--- config.mk ---
export PLATFORM = sky130hd
export DESIGN_NAME = hazard_controller
export DESIGN_NICKNAME = d
export VERILOG_FILES = /design/src/rtl/hazard_pkg.sv /design/src/rtl/md_sequencer.sv /design/src/rtl/hazard_controller.sv
export SDC_FILE = /design/constraint.sdc
export NUM_CORES = 1
export LEC_CHECK = 0
export CORE_MARGIN = 3
export CORE_UTILIZATION = 55
export DETAILED_ROUTE_END_ITERATION = 8
export DONT_BUFFER_PORTS = 1
export PLACE_DENSITY_LB_ADDON = 0.2
export SETUP_SLACK_MARGIN = 0.02
export SYNTH_ARGS = -nofsm -noshare
export SYNTH_HDL_FRONTEND = slang
export SYNTH_SLANG_ARGS = --single-unit
export TNS_END_PERCENT = 20
--- constraint.sdc ---
create_clock -name clk -period 1.65 [get_ports clk]
set_input_delay 0 -clock clk [delete_from_list [all_inputs] [get_ports clk]]
set_output_delay 0 -clock clk [all_outputs]
set_load 0.02 [all_outputs]
--- src/rtl/hazard_pkg.sv ---
// Shared types and constants for the pipeline hazard controller.
package hazard_pkg;

  typedef enum logic [1:0] {
    FWD_RF = 2'b00,
    FWD_W  = 2'b01,
    FWD_M  = 2'b10
  } fwd_sel_t;

  typedef enum logic {
    IDLE = 1'b0,
    BUSY = 1'b1
  } md_state_t;

  localparam logic [1:0] RESULT_LOAD = 2'b01;
  localparam logic [4:0] REG_X0      = 5'd0;

  // Memory beats Writeback; x0 is never forwarded.
  function automatic fwd_sel_t fwd_select(input logic [4:0] rs,
                                          input logic [4:0] rd_m,
                                          input logic       wr_m,
                                          input logic [4:0] rd_w,
                                          input logic       wr_w);
    if (wr_m && (rd_m != REG_X0) && (rd_m == rs)) begin
      return FWD_M;
    end else if (wr_w && (rd_w != REG_X0) && (rd_w == rs)) begin
      return FWD_W;
    end
    return FWD_RF;
  endfunction

endpackage

--- src/rtl/md_sequencer.sv ---
// Mul/div occupancy sequencer: holds the op in Execute for MD_LATENCY cycles.
module md_sequencer
  import hazard_pkg::*;
#(
  parameter int unsigned MD_LATENCY = 4,
  parameter int unsigned CNT_W      = 4
) (
  input  logic clk,
  input  logic rst,
  input  logic md_start,
  input  logic pc_src,
  output logic md_stall,
  output logic MdBusy,
  output logic MdDoneE
);

  md_state_t        state;
  logic [CNT_W-1:0] count;
  logic             start;

  assign start = (state == IDLE) && md_start && !pc_src;

  always_ff @(posedge clk) begin
    if (rst) begin
      state <= IDLE;
      count <= '0;
    end else begin
      case (state)
        IDLE: begin
          if (start) begin
            state <= BUSY;
            count <= CNT_W'(MD_LATENCY - 2);
          end
        end
        BUSY: begin
          if (count != '0) begin
            count <= count - CNT_W'(1);
          end else begin
            state <= IDLE;
          end
        end
        default: state <= IDLE;
      endcase
    end
  end

  // Issue cycle stalls too, so the op sees MD_LATENCY cycles in Execute.
  assign md_stall = !rst && (start || ((state == BUSY) && (count != '0)));
  assign MdBusy   = !rst && (state == BUSY);
  assign MdDoneE  = !rst && (state == BUSY) && (count == '0);

endmodule

--- src/rtl/hazard_controller.sv ---
// Pipeline hazard controller: forwarding, load-use stalls, branch flushes, mul/div freeze.
module hazard_controller
  import hazard_pkg::*;
#(
  parameter int unsigned MD_LATENCY = 4,
  parameter int unsigned CNT_W      = 4
) (
  input  logic       clk,
  input  logic       rst,
  input  logic [4:0] Rs1D,
  input  logic [4:0] Rs2D,
  input  logic [4:0] Rs1E,
  input  logic [4:0] Rs2E,
  input  logic [4:0] RdE,
  input  logic [4:0] RdM,
  input  logic [4:0] RdW,
  input  logic       RegWriteM,
  input  logic       RegWriteW,
  input  logic [1:0] ResultSrcE,
  input  logic       PCSrcE,
  input  logic       MdStartE,
  output logic [1:0] ForwardAE,
  output logic [1:0] ForwardBE,
  output logic       StallF,
  output logic       StallD,
  output logic       StallE,
  output logic       FlushD,
  output logic       FlushE,
  output logic       FlushM,
  output logic       MdBusy,
  output logic       MdDoneE
);

  logic md_stall;
  logic lw_stall;
  logic front_stall;

  md_sequencer #(
    .MD_LATENCY(MD_LATENCY),
    .CNT_W     (CNT_W)
  ) u_md_sequencer (
    .clk     (clk),
    .rst     (rst),
    .md_start(MdStartE),
    .pc_src  (PCSrcE),
    .md_stall(md_stall),
    .MdBusy  (MdBusy),
    .MdDoneE (MdDoneE)
  );

  assign ForwardAE = rst ? FWD_RF : fwd_select(Rs1E, RdM, RegWriteM, RdW, RegWriteW);
  assign ForwardBE = rst ? FWD_RF : fwd_select(Rs2E, RdM, RegWriteM, RdW, RegWriteW);

  // Load-use detection is only meaningful while Execute is not frozen by mul/div.
  assign lw_stall = !rst && !MdBusy && (ResultSrcE == RESULT_LOAD) && (RdE != REG_X0) &&
                    ((RdE == Rs1D) || (RdE == Rs2D));

  // A taken branch discards the stalled instruction, so its stall is dropped.
  assign front_stall = md_stall || (lw_stall && !PCSrcE);

  assign StallF = front_stall;
  assign StallD = front_stall;
  assign StallE = md_stall;
  assign FlushD = rst || PCSrcE;
  assign FlushE = rst || PCSrcE || lw_stall;
  assign FlushM = rst || md_stall;

endmodule

# Word-level counts from Yosys, hierarchy flattened
# Cells that the tools add are included.
# word_totals
inputBits	43
out_inout_bits	12
ff_bits	5
word_cells	63
# op_classes
muxes	18
n_reduce_logical	32
bitwise_logic	1
addsub	1
eq_ne	9
# op_table
operator	count
5-bit equality test	6
1-bit logical AND	17
2-bit two-way mux	8
5-bit nonzero test	3
4-bit two-way mux	2
4-bit case mux with 2 select lines	1
1-bit logical OR	6
1-bit two-way mux	6
4-bit logical NOT	1
4-bit nonzero test	1
4-bit by 1-bit subtractor with 4-bit output, second input constant	1
1-bit logical NOT	3
2-bit by 1-bit equality test with 1-bit output, second input constant	1
2-bit by 1-bit != test with 1-bit output, second input constant	1
2-bit != test, second input constant	1
1-bit case mux with 2 select lines	1
2-bit AND reduction	1
1-bit inverter	1

# Longest topological paths before layout
# depth
depth_word	9
mapped_depth	6
mapped_depth_nobuf	6

# Hierarchy
# From an unflattened synthesis, not the netlist that was laid out.
# unflattened
cells_unflattened	92
hier_area_um2	750.7
# by_module_without_submodules
module	seq_area_each_um2	cells_per_inst	n_inst	area_each_um2
hazard_controller	0.0	61	1	462.9
md_sequencer	100.1	31	1	287.8

# Least setup slack after synthesis
# No wires, ideal clock.
# synth_timing
kind	flip-flop to output port
start	register u_md_sequencer.state
end	output StallF
n_path_buf	2
path_slack_ns	-0.095
t_arrival_ns	1.745
path_stages_with_launch	6
required_ns	1.650
path_cell_list	dfxtp_1 > buf_2 > nor4b_1 > o21ai_0 > o32ai_1 > buf_4
# synth_between
elab_chain_len	8
elab_cells_between_ends	14
cone_classes	1 x bitwise; 13 x reduce/logical
# synth_lines
item	line_no	rtl
from (decl)	md_sequencer.sv:17	md_state_t state;
from (signal assigned)	md_sequencer.sv:25	state <= IDLE;
from (signal assigned)	md_sequencer.sv:31	state <= BUSY;
from (signal assigned)	md_sequencer.sv:39	state <= IDLE;
1-bit logical AND	md_sequencer.sv:49	assign MdBusy = !rst && (state == BUSY);
1-bit logical NOT	hazard_controller.sv:55	assign lw_stall = !rst && !MdBusy && (ResultSrcE == RESULT_LOAD) && (RdE != REG_X0) &&
1-bit logical AND (4 in series)	hazard_controller.sv:55	
1-bit logical AND	hazard_controller.sv:59	assign front_stall = md_stall || (lw_stall && !PCSrcE);
1-bit logical OR (*)	hazard_controller.sv:59	
to (decl)	hazard_controller.sv:24	output logic StallF,
# Every way passes the cells marked *; elsewhere a longest branch is shown, timed or not.

# Worst setup path after layout
# layout_timing
start	register u_md_sequencer.count[0]
end	output MdDoneE
# layout_between
elab_chain_len	2
# layout_lines
item	line_no	rtl
from (decl)	md_sequencer.sv:18	logic [CNT_W-1:0] count;
from (signal assigned)	md_sequencer.sv:32	count <= CNT_W'(MD_LATENCY - 2);
from (signal assigned)	md_sequencer.sv:37	count <= count - CNT_W'(1);
4-bit logical NOT	md_sequencer.sv:50	assign MdDoneE = !rst && (state == BUSY) && (count == '0);
1-bit logical AND	md_sequencer.sv:50	
to (decl)	hazard_controller.sv:31	output logic MdDoneE
# Every way passes these cells.

==> results.yml <==
flow_run:
  maxCapViolations: 0
detailed_routing:
  drt_first_iter_violations: 15
  ant_nets: 0
  dr.pass1.iters: 4
  routed_wl_mm: 2.03
  dr_total_vias: 738
  drc: 0
  wl_per_cell_um: 17.3
  viasPerCell: 6.31
worst_setup_path:
  max_stage_delay_ns: 0.40
  end_kind: "output pin"
  crit_fanout: 4
  cp_data_arrival_time_ns: 1.63
  worstSetupStartpointType: "flip-flop"
  crit_path_top_delay_cell: "or3b_4"
  cp_num_buf_inv: 2
  worstPathRequired_ns: 1.65
  crit_type: "flip-flop to output pin"
  worstPathCellList: "inv_2, ha_4, or3b_4, nor3b_1, buf_4"
  ff2ff_setup_slack_ns: 0.04
  critPathTopFamily: "simple AND/OR/NAND/NOR gates"
yosys:
  netlist_area_sq_um: 726
  ys_seq_area_share_pct: 13.8
  ys_ff_latch: 5
  synth_fp_nets: 136
  yosysWarnings: 0
  avgSynthCellArea_sq_um: 7.89
  synth_cells: 92
  synth_cell_type_count: 32
min_path:
  hp-class: "primary input to output pin"
global_route:
  antenna_found_initial: 0
  grt_max_degree: 12
  grt_pass1_wl_mm: 3.33
  grt_pass1_vias: 749
  grt-ovfl-total: 0
  grt_use_total_pct: 24.6
sta:
  period_share_pct: 98.9
  grt_setup_unrepaired: "yes"
  hold_viol: 0
  maxClockFrequency_mhz: 613
  finClkSkew_ns: 0.00591
  maxSlewHeadroom_pct: 70.7
  min_period_ns: 1.63
  setup_ws_ns: 0.0174
  slew_violations: 0
  tightest_slew_ns: 0.439
  setup_viol: 0
power_and_ir_drop:
  p_leak_nw: 0.313
  p_switching_w: 0.000180
  clkPwrFrac_pct: 29.9
  p_sw_share_pct: 34.7
  ir_worst_vdd_mv: 0.409
  power_density_nw_per_um2: 592
  p_seq_share_pct: 28.6
  comb_power_share_pct: 41.5
  intPower_w: 0.000339
placed_design:
  dp_hpwl_mm: 1.57
  globalplace.congestion: 0.852
  io_buffers: 0
  place_area_sq_um: 787
  dp_slack_ns: 0.0857
floorplan:
  initial_utilization_pct: 62.0
  core_sq_um: 1170
  pin_count: 55
  die-area_sq_um: 1790
  die_w_um: 42.3
  die_height_um: 42.3
  num_rows: 12
cts:
  clk_latency_ns: 0.25
  cts_buffers: 3
  clk_pin_slew_ns: 0.05
  htree_levels: 1
  cts.sinks: 5
  clockBufferDepth: 2
  tritoncts: "done"
  cts_root_buffer: "clkbuf_4"
finish:
  final_cell_mix: "22 x xor2_1, 10 x xnor2_1, 9 x buf_4"
  ff_latch_area_sq_um: 101
  design_area_sq_um: 876
  area_delta_synth_final_pct: 20.7
  fillers: 95
  final_common_cell: "xor2_1"
  multi_input_area_sq_um: 646
  drive_gt1_share_pct: 25.2
  n_antenna_cell: 0
  nets: 148
outcome:
  status: "finished clean"
-- cell usage after synthesis (all sizes together) --
cell type,number,area [sq um]
a21oi,1,5.00
nand4bb,1,11.3
nor4b,1,8.76
o21ai,3,18.8
o211ai,2,15.0
nor2,6,22.5
o32ai,1,8.76
buf,2,12.5
ha,1,12.5
or2,2,12.5
nand2,1,3.75
xnor2,10,87.6
a311oi,1,8.76
a21o,1,7.51
or4,4,30.0
o21a,1,7.51
o21bai,1,7.51
clkbuf,1,3.75
nor3b,2,15.0
a22oi,1,7.51
or3b,1,8.76
nand3,4,20.0
nor3,8,40.0
nor2b,4,25.0
xor2,22,193
nor4,3,25.0
inv,2,7.51
dfxtp,5,100
-- worst reg2reg max path, cell delays in order (launching register included) --
cell,delay [ns]
dfxtp_1,0.44
nor3b_1,0.39
buf_4,0.19
a21o_1,0.10
buf_4,0.12
nor2_1,0.04
a311oi_2,0.23
-- sequential cells by signal, indices dropped and copies added (netlist names) --
name	count
u_md_sequencer.count	4
u_md_sequencer.state	1
-- layer usage --
layer	up-vias	wire [um]	share of wire (%)	track usage, %
li1	349	-	-	-
met1	318	729	36	27.1
met2	63	962	47	39.2
met4	0	53	2.6	11.2
met3	8	284	14	12.0
met5	-	0	0	0
-- power groups by stage --
| stage | logic, W | clock network, W | registers [W] |
|---|---|---|---|
| floorplan | 0.000159 | 0 | 0.000142 |
| global placement | 0.000176 | 0 | 0.000147 |
| detailed placement | 0.000181 | 0 | 0.000148 |
| CTS | 0.000207 | 0.000155 | 0.000147 |
| global route | 0.000234 | 0.000169 | 0.000150 |
| finish | 0.000215 | 0.000155 | 0.000148 |
-- metrics by stage --
| step | power [W] | TNS (ns) | util (%) | hold WS, ns | cells |
|---|---|---|---|---|---|
| 3_3_place_gp | 0.000323 | 0 | 67.2 | 0.0739 | 110 |
| 3_5_place_dp | 0.000329 | 0 | 67.2 | 0.0757 | 110 |
| 6_report | 0.000518 | 0 | 74.8 | 0.0517 | 117 |
| 4_1_cts | 0.000509 | 0 | 73.4 | 0.0811 | 117 |
| 5_1_grt | 0.000554 | -0.227 | 74.8 | 0.0541 | 117 |
| 2_1_floorplan | 0.000301 | 0 | - | 0.0781 | 92 |
-- cell families after synthesis --
kind of cell               synth area share, %
and+or+nand+nor                           30.7
adders and majority gates                 1.72
buffers and inverters                     3.28
xor gates and xnor gates                  38.6
AOI/OAI and AO/OA                         11.9
DFF                                       13.8
-- worst paths after layout --
check                                                     startpoint                              endpoint  cells after the start
worst max-delay path            u_md_sequencer.count[0]$_SDFFE_PP0P_                               MdDoneE                      5
worst min-delay path                                             rst                                StallE                      1
worst max register to register       u_md_sequencer.state$_SDFF_PP0_  u_md_sequencer.count[1]$_SDFFE_PP0P_                      6
worst min register to register  u_md_sequencer.count[1]$_SDFFE_PP0P_  u_md_sequencer.count[1]$_SDFFE_PP0P_                      2
-- layout make-up --
cell class                 instances  share of cell area (%)
sequential                         5                    11.6
timing repair buffer              10                    8.86
tap                               14                    2.00
inverter                           2                   0.857
multi-input combinational         82                    73.7
clock buffer                       4                    3.00
-- timing repair --
| action | CTS | global route |
|---|---|---|
| resized for setup | 7 | 4 |
| setup endpoints to repair | 5 | 8 |
| hold endpoints to repair | 5 | 0 |
| buffers inserted | 2 | 0 |
| hold buffers | 1 | 0 |
| pin swaps | 2 | 1 |
Power figures use the tool's default switching activity.
